$ cat config.mk
export PLATFORM = sky130hd
export DESIGN_NAME = pc_fetch_ctrl_flat
export DESIGN_NICKNAME = d
export VERILOG_FILES = /design/src/rtl/pc_ctrl_pkg.sv /design/src/rtl/pc_fetch_ctrl_if.sv /design/src/rtl/pc_fetch_ctrl_next_gen.sv /design/src/rtl/pc_fetch_ctrl.sv /design/src/flat_wrapper.sv
export SDC_FILE = /design/constraint.sdc
export NUM_CORES = 1
export LEC_CHECK = 0
export ABC_AREA = 1
export CELL_PAD_IN_SITES_DETAIL_PLACEMENT = 1
export CELL_PAD_IN_SITES_GLOBAL_PLACEMENT = 2
export CORE_ASPECT_RATIO = 0.8
export CORE_MARGIN = 2
export CORE_UTILIZATION = 28
export DETAILED_ROUTE_END_ITERATION = 6
export HOLD_SLACK_MARGIN = 0.05
export PLACE_DENSITY = 0.91
export SETUP_SLACK_MARGIN = 0.05
export SLEW_MARGIN = 10
export SYNTH_ARGS = -nofsm -noshare
export SYNTH_HDL_FRONTEND = slang
export SYNTH_HIERARCHICAL = 1
export SYNTH_SLANG_ARGS = --single-unit
export TNS_END_PERCENT = 1
$ cat constraint.sdc
create_clock -name clk -period 11.4 [get_ports clk]
set_clock_uncertainty 0.05 [all_clocks]
set_input_delay 2.28 -clock clk [delete_from_list [all_inputs] [get_ports clk]]
set_output_delay 2.28 -clock clk [all_outputs]
set_load 0.005 [all_outputs]
$ cat src/rtl/pc_ctrl_pkg.sv
// Shared definitions for the PC / fetch controller: FSM state encoding,
// default reset PC and the sequential PC increment.
package pc_ctrl_pkg;

    typedef enum logic [1:0] {
        S_REQ  = 2'd0,
        S_WAIT = 2'd1,
        S_EXEC = 2'd2,
        S_HALT = 2'd3
    } state_t;

    localparam logic [31:0] RESET_PC_DEF = 32'h8000_0000;
    localparam int unsigned PC_INC       = 4;

endpackage

$ cat src/rtl/pc_fetch_ctrl_if.sv
// Instruction-memory port of the fetch controller.
// Request: a transfer happens in a cycle where ifu_req_valid and ifu_req_ready
// are both high; while valid is high without ready, ifu_req_addr is held stable.
// Response: ifu_rsp_valid is a one-cycle pulse with no back-pressure; the
// instruction on ifu_rsp_inst is valid only in that cycle.
interface pc_fetch_ctrl_if #(
    parameter int XLEN = 32
);
    logic            ifu_req_valid;
    logic [XLEN-1:0] ifu_req_addr;
    logic            ifu_req_ready;
    logic            ifu_rsp_valid;
    logic [31:0]     ifu_rsp_inst;

    modport master (
        output ifu_req_valid, ifu_req_addr,
        input  ifu_req_ready, ifu_rsp_valid, ifu_rsp_inst
    );

    modport slave (
        input  ifu_req_valid, ifu_req_addr,
        output ifu_req_ready, ifu_rsp_valid, ifu_rsp_inst
    );
endinterface

$ cat src/rtl/pc_fetch_ctrl_next_gen.sv
// pc_next_gen: next-PC adder. Operand A is the constant increment or imm,
// operand B is the current pc or rs1; JALR (B = rs1) clears bit 0 of the sum.
module pc_next_gen
    import pc_ctrl_pkg::*;
#(
    parameter int XLEN = 32
) (
    input  logic            pc_a_src,
    input  logic            pc_b_src,
    input  logic [XLEN-1:0] pc,
    input  logic [XLEN-1:0] imm,
    input  logic [XLEN-1:0] rs1,
    output logic [XLEN-1:0] pc_next
);

    logic [XLEN-1:0] op_a;
    logic [XLEN-1:0] op_b;

    // Select adder operands, add modulo 2^XLEN, apply JALR LSB clear
    always_comb begin
        op_a    = pc_a_src ? imm : XLEN'(PC_INC);
        op_b    = pc_b_src ? rs1 : pc;
        pc_next = op_a + op_b;
        if (pc_b_src) begin
            pc_next[0] = 1'b0;
        end
    end

endmodule

$ cat src/rtl/pc_fetch_ctrl.sv
// pc_fetch_ctrl: owns the architectural PC, fetches one instruction at a time
// over the IFU port, holds it for execute until commit, then redirects.
// Optional macro PC_MISALIGN_CHECK_EN: a commit whose next PC is not 4-byte
// aligned keeps the old pc, halts, and raises the sticky misalign output.
module pc_fetch_ctrl
    import pc_ctrl_pkg::*;
#(
    parameter int              XLEN     = 32,
    parameter logic [XLEN-1:0] RESET_PC = XLEN'(RESET_PC_DEF),
    parameter int              CNT_W    = 64
) (
    input  logic               clk,
    input  logic               rst,
    pc_fetch_ctrl_if.master    ifu,
    output logic               inst_valid,
    output logic [31:0]        inst,
    output logic [XLEN-1:0]    pc,
    input  logic               exu_done,
    input  logic               pc_a_src,
    input  logic               pc_b_src,
    input  logic [XLEN-1:0]    imm,
    input  logic [XLEN-1:0]    rs1,
    input  logic               halt,
    output logic               halted,
    output logic [CNT_W-1:0]   instret,
`ifdef PC_MISALIGN_CHECK_EN
    output logic               misalign,
`endif
    output state_t             state_dbg
);

    state_t            state_q, state_d;
    logic [XLEN-1:0]   pc_q, pc_d;
    logic [31:0]       inst_q, inst_d;
    logic [CNT_W-1:0]  instret_q, instret_d;
    logic [XLEN-1:0]   pc_next;
`ifdef PC_MISALIGN_CHECK_EN
    logic              misalign_q, misalign_d;
`endif

    pc_next_gen #(.XLEN(XLEN)) u_pc_next_gen (
        .pc_a_src (pc_a_src),
        .pc_b_src (pc_b_src),
        .pc       (pc_q),
        .imm      (imm),
        .rs1      (rs1),
        .pc_next  (pc_next)
    );

    // State, PC, instruction and retire-counter registers
    always_ff @(posedge clk or posedge rst) begin
        if (rst) begin
            state_q    <= S_REQ;
            pc_q       <= RESET_PC;
            inst_q     <= '0;
            instret_q  <= '0;
`ifdef PC_MISALIGN_CHECK_EN
            misalign_q <= 1'b0;
`endif
        end else begin
            state_q    <= state_d;
            pc_q       <= pc_d;
            inst_q     <= inst_d;
            instret_q  <= instret_d;
`ifdef PC_MISALIGN_CHECK_EN
            misalign_q <= misalign_d;
`endif
        end
    end

    // Fetch/execute sequencing; inputs outside the owning state are ignored
    always_comb begin
        state_d    = state_q;
        pc_d       = pc_q;
        inst_d     = inst_q;
        instret_d  = instret_q;
`ifdef PC_MISALIGN_CHECK_EN
        misalign_d = misalign_q;
`endif
        unique case (state_q)
            S_REQ: begin
                if (ifu.ifu_req_ready) begin
                    // A same-cycle response skips the wait state
                    if (ifu.ifu_rsp_valid) begin
                        inst_d  = ifu.ifu_rsp_inst;
                        state_d = S_EXEC;
                    end else begin
                        state_d = S_WAIT;
                    end
                end
            end
            S_WAIT: begin
                if (ifu.ifu_rsp_valid) begin
                    inst_d  = ifu.ifu_rsp_inst;
                    state_d = S_EXEC;
                end
            end
            S_EXEC: begin
                if (exu_done) begin
                    instret_d = instret_q + CNT_W'(1);
`ifdef PC_MISALIGN_CHECK_EN
                    if (pc_next[1:0] != 2'b00) begin
                        misalign_d = 1'b1;
                        state_d    = S_HALT;
                    end else begin
                        pc_d    = pc_next;
                        state_d = halt ? S_HALT : S_REQ;
                    end
`else
                    pc_d    = pc_next;
                    state_d = halt ? S_HALT : S_REQ;
`endif
                end
            end
            S_HALT: begin
                state_d = S_HALT;
            end
            default: begin
                state_d = S_REQ;
            end
        endcase
    end

    assign ifu.ifu_req_valid = (state_q == S_REQ);
    assign ifu.ifu_req_addr  = pc_q;
    assign inst_valid        = (state_q == S_EXEC);
    assign inst              = inst_q;
    assign pc                = pc_q;
    assign halted            = (state_q == S_HALT);
    assign instret           = instret_q;
    assign state_dbg         = state_q;
`ifdef PC_MISALIGN_CHECK_EN
    assign misalign          = misalign_q;
`endif

endmodule

$ cat src/flat_wrapper.sv
// flat-port wrapper written by rule: the top's interface ports become plain ports
module pc_fetch_ctrl_flat import pc_ctrl_pkg::*;
#(
    parameter int              XLEN     = 32,
    parameter logic [XLEN-1:0] RESET_PC = XLEN'(RESET_PC_DEF),
    parameter int              CNT_W    = 64
)
  (clk, rst, inst_valid, inst, pc, exu_done, pc_a_src, pc_b_src, imm, rs1, halt, halted, instret, state_dbg, ifu_ifu_req_valid, ifu_ifu_req_addr, ifu_ifu_req_ready, ifu_ifu_rsp_valid, ifu_ifu_rsp_inst);
  pc_fetch_ctrl_if #(.XLEN(XLEN)) ifu_i ();
  input  logic clk;
  input  logic rst;
  output logic inst_valid;
  output logic [31:0] inst;
  output logic [XLEN-1:0] pc;
  input  logic exu_done;
  input  logic pc_a_src;
  input  logic pc_b_src;
  input  logic [XLEN-1:0] imm;
  input  logic [XLEN-1:0] rs1;
  input  logic halt;
  output logic halted;
  output logic [CNT_W-1:0] instret;
  output state_t state_dbg;
  output wire logic [$bits(ifu_i.ifu_req_valid)-1:0] ifu_ifu_req_valid;
  output wire logic [$bits(ifu_i.ifu_req_addr)-1:0] ifu_ifu_req_addr;
  input wire logic [$bits(ifu_i.ifu_req_ready)-1:0] ifu_ifu_req_ready;
  input wire logic [$bits(ifu_i.ifu_rsp_valid)-1:0] ifu_ifu_rsp_valid;
  input wire logic [$bits(ifu_i.ifu_rsp_inst)-1:0] ifu_ifu_rsp_inst;
  assign ifu_ifu_req_valid = ifu_i.ifu_req_valid;
  assign ifu_ifu_req_addr = ifu_i.ifu_req_addr;
  assign ifu_i.ifu_req_ready = ifu_ifu_req_ready;
  assign ifu_i.ifu_rsp_valid = ifu_ifu_rsp_valid;
  assign ifu_i.ifu_rsp_inst = ifu_ifu_rsp_inst;
  pc_fetch_ctrl #(.XLEN(XLEN), .RESET_PC(RESET_PC), .CNT_W(CNT_W)) u_core (.clk(clk), .rst(rst), .ifu(ifu_i), .inst_valid(inst_valid), .inst(inst), .pc(pc), .exu_done(exu_done), .pc_a_src(pc_a_src), .pc_b_src(pc_b_src), .imm(imm), .rs1(rs1), .halt(halt), .halted(halted), .instret(instret), .state_dbg(state_dbg));
endmodule
==> metrics.md <==
| Metric | Value |
|---|---|
| Status | finished, final reports clean |
| DR vias/cell | between 4 and 5 |
| CTS buffer count | 17 |
| Chip Height | 170.2 microns |
| IO Pins | between 200 and 300 |
| Setup bufs post-CTS | 0 |
| Worst setup SP type | input port |
| Cts repair resizes | 0 |
| Pwr Total | 2.285 mW |
| Clock sink count | 130 |
| Max-Cap Viols | 0 |
| Max clock buf depth | 2 |
| Async SR Flop Fraction | between 90% and 100% |
| Post-synth EDFFs | 0 |
| Post-route cell area | about 0.013 sq mm |
| Critical Path RT | 11.66 ns |
| Type of the worst setup path | input port to flip-flop |
| Worst skew pair latency | 0.43 ns |
| Pwr/cell area | 172.9 mW/mm^2 |
| Setup violators final | 0 |
| Layout cell share with drive strength beyond 1 | 5.801% |
| Synthesized Nets | around 1600 |
| Core area | roughly 0.034 sq mm |
| Routed wire length | 37530 microns |
| Dpl cell area | between 0.01 and 0.015 sq mm |
| Global-route wire length before repair | 58720 microns |
| Via count | 10110 |
| Post-synth cell types | 35 |
| Most frequent cells after synthesis | 624 x nand2_1, 217 x inv_1, 146 x nor2_1, 129 x dfrtp_1, 92 x nand3_1 |
| Worst EP arrival | 4.98 ns |
| Slew of the pin with the lowest slew margin | 0.8853 ns |
| Synth top area cells | dfrtp_1 33%, nand2_1 24%, inv_1 8.4%, nor2_1 5.7%, nand3_1 4.8% |
| Routed WL per cell | 17.01 microns |
| Max stage delay on crit path | 0.63 ns |
| DIE AREA | 0.03605 sq mm |
| Worst hold path class | flip-flop to flip-flop |
| DP Wirelength | approximately 30000 microns |
| Hold Fails Final Rpt | 0 |
| Largest net degree at the start of global routing | 74 |
| Top-count cell post-synth | nand2_1 |
| Die Wd | 211.8 microns |
| CP top delay family | simple AND/OR/NAND/NOR gates |
| Overall routing resource usage | 21.18% |
| Layout area overhead | 36.66% |
| Critical path cell sequence | buf_2 -> mux2_2 -> ha_1 -> fa_1 -> nand3_1 -> nand3_1 -> nand2_1 -> nand2_2 -> nand2_1 -> nand2_2 -> nand2_1 -> nand2_1 -> nand2_1 -> nand2_1 -> nand2_1 -> nand2_1 |
| #FFs+latches synth | 130 |
| Total gr overflow | 0 |
| Initial antenna violation count | 0 |
| Routed Antenna Nets | 0 |
| Post-layout min period | approximately 4.7 ns |
| Warnings from Yosys | 6 |
| DRC viols | 0 |
| RSZ-0062 raised after global routing | false |
| Iteration count of the initial detailed-routing pass | 5 |
| Slew HR | roughly two fifths |
| Hold-fix buffers, CTS | 0 |
| DP Cell Count | 2175 |
| Cell Area, Synth | 0.009672 sq mm |
| Syn Inst Count | 1494 |
| Max Slew Vio Count | 0 |
| Area leader, netlist | dfrtp_1 |
| Fill cell count | ~4300 |
| Final Core Density | roughly 39% |
| Cell repeated most along the worst path | nand2_1 |
| Pleak | between 6 and 7 nW |
| FP Rows | 60 |
| Crit share post-route | 41.41% |
| Initial core utilization | 28.57% |
| # nets final | ~1900 |
| Peak VDD IR | 87.74 uV |
| Ys flop type | dfrtp_1 |
| Initial DRC count | 539 |
| Setup tns final | 0 ns |
| Synth top area share | 33.38% |
| Routability cong. | 0.9069 |
| Slowest cell on the critical path | buf_2 |
| Sequential area share after synthesis | around a third |
| Vias in the first global route | 10460 |
| CTS tree | done |
| Post-synthesis area per instance | 6.474 sq um |
| CP Capture Type | flip-flop |
| CP max FO | 34 |
| Clk pin slew, worst setup/hold paths | 0.06 ns |
| WP buf/inv | 1 |
| Ant diodes | 0 |
| Non-Filler Instances | 2206 |
| CTS Root Buffer Type | clkbuf_16 |
| Fmax | 211.8 MHz |
| Htree depth | 4 |
| Port bufs | 268 |
==> where the power goes <==
part	internal (mW)	leakage, nW	total (mW)	switching (mW)
logic	0.511	4.77	1.01	0.503
clock network	0.331	0.289	0.565	0.234
registers	0.580	1.70	0.706	0.126
total	1.42	6.76	2.29	0.863
==> metal layers <==
layer | GRT usage (%) | part of all wire (%) | vias to the layer above | wire length, microns
met5 | 0 | 0 | - | 0
met4 | 3.491 | 0.74 | 0 | 278
met3 | 4.337 | 5.8 | 16 | 2171
met2 | 33.11 | 43 | 237 | 16070
met1 | 30.43 | 51 | 4869 | 19010
li1 | - | - | 4984 | -
==> flip-flops by register name, summed over array words and instances, names as in the netlist <==
register / cells
u_core/instret: 64
u_core/ifu.ifu_req_addr: 32
u_core/inst: 32
u_core/state_dbg: 2
==> metrics by stage <==
| stage | worst slack, ns | hold slack, ns |
|---|---|---|
| floorplan | 5.602 | 0.4154 |
| global placement | 6.312 | 0.4034 |
| detailed placement | 6.232 | 0.4080 |
| CTS | 6.672 | 0.4225 |
| global route | 6.420 | 0.4476 |
| finish | 6.679 | 0.4197 |
==> final timing paths <==
kind / startpoint / endpoint / slack, ns / depth (start not counted)
min in group asynchronous: rst / u_core/inst[4] / 2.31 / 2
setup reg to reg: u_core/ifu.ifu_req_addr[0] / u_core/ifu.ifu_req_addr[28] / 8.82 / 15
hold / removal: u_core/inst[19] / u_core/inst[19] / 0.42 / 2
max in group asynchronous: rst / u_core/instret[12] / 7.62 / 3
hold reg to reg: u_core/inst[19] / u_core/inst[19] / 0.42 / 2
setup / recovery: pc_b_src / u_core/ifu.ifu_req_addr[28] / 6.68 / 16
==> cell families (layout without fill, tap and decap cells) <==
logic type | Yosys count | count (layout) | share of synthesized area [%]
simple gates | 930 | 930 | 39.39
fa+ha+maj | 33 | 33 | 4.347
mux | 31 | 31 | 3.609
xor+xnor | 47 | 47 | 4.256
flops | 130 | 130 | 33.65
compound gates | 45 | 45 | 2.484
buf+inv | 278 | 525 | 12.26
==> area by class of cell <==
type	count	area [sq um]	area share, %
repair buffers	274	2723	20.60
clock buffers	18	439.2	3.323
flip-flops and latches	130	3254	24.62
well taps	465	581.8	4.402
clock inverters	13	150.1	1.136
multi-input cells	1086	5239	39.63
inverters	220	830.8	6.285
==> placed cells by master, fill, tap and decap left out, types with 2 or more instances in the layout <==
| cell | instances |
|---|---|
| a21oi_1 | 20 |
| and2_1 | 3 |
| buf_4 | 6 |
| bufinv_16 | 2 |
| clkbuf_16 | 17 |
| clkdlybuf4s50_1 | 267 |
| clkinv_2 | 2 |
| clkinv_4 | 3 |
| dfrtp_1 | 129 |
| ha_1 | 32 |
| inv_1 | 216 |
| inv_2 | 3 |
| inv_6 | 5 |
| mux2_2 | 31 |
| nand2_1 | 624 |
| nand2_2 | 8 |
| nand3_1 | 92 |
| nand3_2 | 3 |
| nand3b_1 | 13 |
| nand4_1 | 9 |
| nor2_1 | 145 |
| nor2_2 | 9 |
| nor2_4 | 4 |
| nor3_1 | 14 |
| o21ai_0 | 16 |
| o21ai_1 | 3 |
| o21bai_1 | 3 |
| or2_1 | 2 |
| xnor2_1 | 17 |
| xor2_1 | 30 |
==> worst reg2reg max path, cell delays in order, from the launching register on <==
cell     delay, ns
dfrtp_1       0.48
mux2_2        0.30
ha_1          0.23
fa_1          0.46
nand3_1       0.12
nand3_1       0.12
nand2_1       0.11
nand2_2       0.09
nand2_1       0.09
nand2_2       0.07
nand2_1       0.09
nand2_1       0.06
nand2_1       0.06
nand2_1       0.04
nand2_1       0.06
nand2_1       0.05
No activity file was read; power rests on OpenSTA's default activity.
